### src/rtl/rc_accum.sv
// rc_accum: reservoir pre-activation accumulator feeding the tanh neuron stage.
// Builds NO signed dot products over an NH-beat frame; a held output buffer lets the next frame accumulate meanwhile.
module rc_accum #(
  parameter  int NO = 8,
  parameter  int NH = 64,
  parameter  int WS = 8,
  parameter  int WR = 8,
  localparam int CW = $clog2(NH),
  localparam int WA = CW - 1 + WS + WR
) (
  input  logic                iCLK,
  input  logic                iRST,
  input  logic                iValid_AS_RcWeight,
  output logic                oReady_AS_RcWeight,
  input  logic [WR+NO*WS-1:0] iData_AS_RcWeight,
  output logic                oValid_BM_DeRcAccum,
  input  logic                iReady_BM_DeRcAccum,
  output logic [NO*WA-1:0]    oData_BM_DeRcAccum
);

  logic [CW-1:0]         cnt_q, cnt_d;
  logic [NO-1:0][WA-1:0] acc_q, acc_d;
  logic [NO-1:0][WA-1:0] obuf_q, obuf_d;
  logic                  full_q, full_d;

  logic                  last_beat, beat_acc, out_xfer;
  logic signed [WA-1:0]  x_ext;
  logic signed [WA-1:0]  w_ext [NO];
  logic [NO-1:0][WA-1:0] prod;

  assign last_beat = (cnt_q == CW'(NH - 1));
  // Only a frame-closing beat must wait, and only while the previous result is still unclaimed.
  assign oReady_AS_RcWeight  = !(last_beat && full_q && !iReady_BM_DeRcAccum);
  assign beat_acc            = iValid_AS_RcWeight && oReady_AS_RcWeight;
  assign out_xfer            = full_q && iReady_BM_DeRcAccum;
  assign oValid_BM_DeRcAccum = full_q;
  assign oData_BM_DeRcAccum  = obuf_q;

  // Operands widened to WA first, so the product lands sign-extended and sums wrap modulo 2^WA.
  always_comb begin
    x_ext = WA'($signed(iData_AS_RcWeight[WR-1:0]));
    for (int i = 0; i < NO; i++) begin
      w_ext[i] = WA'($signed(iData_AS_RcWeight[WR+i*WS +: WS]));
      prod[i]  = x_ext * w_ext[i];
    end
  end

  // NOTE: every signal written here gets its hold value first, so no path can leave it unassigned and infer a latch.
  always_comb begin
    cnt_d  = cnt_q;
    acc_d  = acc_q;
    obuf_d = obuf_q;
    full_d = full_q;

    if (out_xfer) begin
      full_d = 1'b0;
    end

    // A closing beat re-arms full even when the old result leaves on the same edge.
    if (beat_acc) begin
      if (last_beat) begin
        for (int i = 0; i < NO; i++) begin
          obuf_d[i] = acc_q[i] + prod[i];
        end
        acc_d  = '0;
        cnt_d  = '0;
        full_d = 1'b1;
      end else begin
        for (int i = 0; i < NO; i++) begin
          acc_d[i] = acc_q[i] + prod[i];
        end
        cnt_d = cnt_q + CW'(1);
      end
    end
  end

  // NOTE: state registers use non-blocking assignments so every flop samples pre-edge values.
  always_ff @(posedge iCLK) begin
    if (iRST) begin
      cnt_q  <= '0;
      acc_q  <= '0;
      obuf_q <= '0;
      full_q <= 1'b0;
    end else begin
      cnt_q  <= cnt_d;
      acc_q  <= acc_d;
      obuf_q <= obuf_d;
      full_q <= full_d;
    end
  end

endmodule

### config.mk
export PLATFORM = sky130hd
export DESIGN_NAME = rc_accum
export DESIGN_NICKNAME = d
export VERILOG_FILES = /design/src/rtl/rc_accum.sv
export SDC_FILE = /design/constraint.sdc
export NUM_CORES = 2
export LEC_CHECK = 0
export ABC_CLOCK_PERIOD_IN_PS = 10200
export CORE_ASPECT_RATIO = 2
export CORE_UTILIZATION = 55
export CTS_CLUSTER_SIZE = 25
export DETAILED_ROUTE_END_ITERATION = 12
export PLACE_DENSITY = 0.82
export SLEW_MARGIN = 10
export SYNTH_ARGS = -nofsm -noshare
export SYNTH_HDL_FRONTEND = slang
export SYNTH_SLANG_ARGS = --single-unit
### constraint.sdc
create_clock -name iCLK -period 10.2 [get_ports iCLK]
set_input_delay 2.55 -clock iCLK [delete_from_list [all_inputs] [get_ports iCLK]]
set_output_delay 2.55 -clock iCLK [all_outputs]
set_load 0.1 [all_outputs]
==> flow_summary.ini <==
[timing]
final.setup_skew_ps = 20.7
finalMaxSlewViolations = 0
setup_tns_ps = 0
period_minus_slack_ps = 8990
worstMarginPinSlew_ps = 1220
rsz0062_at_grt = no
final-setup-viol-count = 0
fmax_mhz = 111
setup_slack_ps = 1210
hold_violations = 0
finalCritPeriodShare = 0.881
slew_headroom = 0.184

[die]
initial_core_util = 0.556
die_area_um2 = 72700
pin_count = 246
core_area_um2 = 70800
die-height_um = 380
rows = 138
die_x_um = 191

[setup_path]
cp_top_family = adder cells
crit_top_cell = inv_1
cp_max_fo = 8
cp_data_required_time_ps = 10610
max_stage_delay_ps = 660
cp.arrival_ps = 9400
criticalPathCategory = input port to flop
startpoint_type = input port
reg2reg_depth = 9
r2r_slack_ps = 6130
r2r_end = oData_BM_DeRcAccum[17]$_SDFFE_PP0P_
cp_num_buf_inv = 6
crit_slowest_cell = a2111oi_1
critPathCaptureType = flop
cp-startpoint = iData_AS_RcWeight[16]
worstReg2RegStart = cnt_q[0]$_SDFFE_PP0P_
path_depth = 26

[global_routing]
grt_util_all_layers = 0.284
grt_antenna_before_repair = 11
grt_first_pass_wirelength_um = 166000
grtUsageMet3 = 0.0413
grt.busiest_layer = met2
use_met1 = 0.292
overflow = 0
grt_pass1_vias = 34500
use_met2 = 0.531
grt_max_degree = 91

[synthesis]
synthArstFlopShare = 0
syn_nets = 5569
synth_edf_count = 0
synth_area_per_cell_um2 = 8.50
synth_top_area_frac = 0.228
synth_warnings = 0
ys_ff_latch = 343
syn-instance-count = 4628
ys_seq_area_frac = 0.175
synth-main-ff-cell = dfxtp_1
synth_area_um2 = 39300
yosysMostFrequentCell = inv_1
synth_common_cells = inv_1, nand2_1, fa_1, ha_1, and2_1
synth_area_leaders = fa_1, dfxtp_1, ha_1
ys_types = 78
yosys.area.top_type = fa_1

[worst_hold_path]
worstHoldStart = oData_BM_DeRcAccum[96]$_SDFFE_PP0P_
hold_depth = 2
min-delay-path-class = flop to flop
whs_endpoint = oData_BM_DeRcAccum[96]$_SDFFE_PP0P_

[clock_network]
tritoncts = yes
root_buffer = clkbuf_16
htree_levels = 2
cts_inserted_buffers = 35
clkTransAtPathRegs_ps = 60
postCtsHoldBufs = 0
clkSinkCount = 343
post_cts_resized = 0
clk_path_buf_depth = 3
post_cts_buffers = 0
clock_latency_ps = 570

[drt]
drtAntennaViolNets = 0
drt_iter0_drc = 1258
vias = 32400
firstDrtPassIters = 5
vias_per_cell = 5.66
wl_per_cell_um = 17.8
drc_errors = 0
routed_wl_um = 102000

[placement]
port_buffers = 245
dp_hpwl_um = 79200
dpl_worst_slack_ps = 667
place_congestion = 0.937

[layout]
nets = 5714
drive_gt1_frac = 0.0304
area_growth_pct = 11.2

[outcome]
run_status = completed

[run]
cap_violations = 0
==> registers in the layout, summed over array words and instances (netlist names) <==
register             flops
acc_q                  168
cnt_q                    6
oValid_BM_DeRcAccum      1
oData_BM_DeRcAccum     168
==> worst min-delay path, cell delays in order (launching register included) <==
cell and delay (ps):
dfxtp_1 310, nand2_1 50, a21oi_1 50
==> worst max-delay path by stage <==
stage                                     endpoint
2_1_floorplan  oData_BM_DeRcAccum[41]$_SDFFE_PP0P_
3_3_place_gp   oData_BM_DeRcAccum[41]$_SDFFE_PP0P_
3_5_place_dp   oData_BM_DeRcAccum[41]$_SDFFE_PP0P_
4_1_cts        oData_BM_DeRcAccum[41]$_SDFFE_PP0P_
5_1_grt        oData_BM_DeRcAccum[41]$_SDFFE_PP0P_
6_report       oData_BM_DeRcAccum[41]$_SDFFE_PP0P_
==> metal layers <==
layer	wire, µm	share of wire	vias up
met4	5980	0.059	2
met2	54800	0.54	868
li1	-	-	15300
met3	5080	0.050	353
met5	18	0.00018	-
met1	35800	0.35	15900
==> cell families (layout without fill, tap and decap cells) <==
logic type	Yosys count	after routing	share of synthesized area
AO/OA/AOI/OAI	877	877	0.146
XOR/XNOR	276	276	0.0622
adder cells (fa/ha/maj)	865	865	0.361
buffers and inverters	908	1078	0.0877
flip-flops	343	343	0.175
multiplexers	8	8	0.00229
other	0	11	0
AND/OR/NAND/NOR	1351	1351	0.167
==> layout make-up <==
| class | count | area [µm²] |
|---|---|---|
| Antenna cell | 11 | 27.5 |
| Multi-Input combinational cell | 3377 | 29100 |
| Fill cell | 6118 | 27000 |
| Inverter | 742 | 2790 |
| Timing Repair Buffer | 274 | 2710 |
| Sequential cell | 343 | 6870 |
| Clock buffer | 43 | 977 |
| Tap cell | 910 | 1140 |
| Clock inverter | 19 | 186 |
==> metrics by stage <==
step	area (µm²)	hold WS, ps	std cells	util
final	43800	453	5719	0.618
after global routing	43700	469	5718	0.618
after CTS	43700	454	5708	0.618
after detailed placement	42600	446	5646	0.601
after global placement	42600	440	5646	0.601
after floorplan	39300	427	4628	-
==> cells in the final DEF (no fill, tap or decap), drive strengths merged, types with 74 or more instances in the layout <==
cell           count
inv              746
nand2            459
fa               448
ha               417
and2             354
dfxtp            343
a21oi            301
nor2             289
clkdlybuf4s50    235
xnor2            216
a22oi            122
o21ai            121
a21o              74
Power is not shown: default switching activity piles up to over one toggle a cycle in this logic, so the estimate is an artifact.
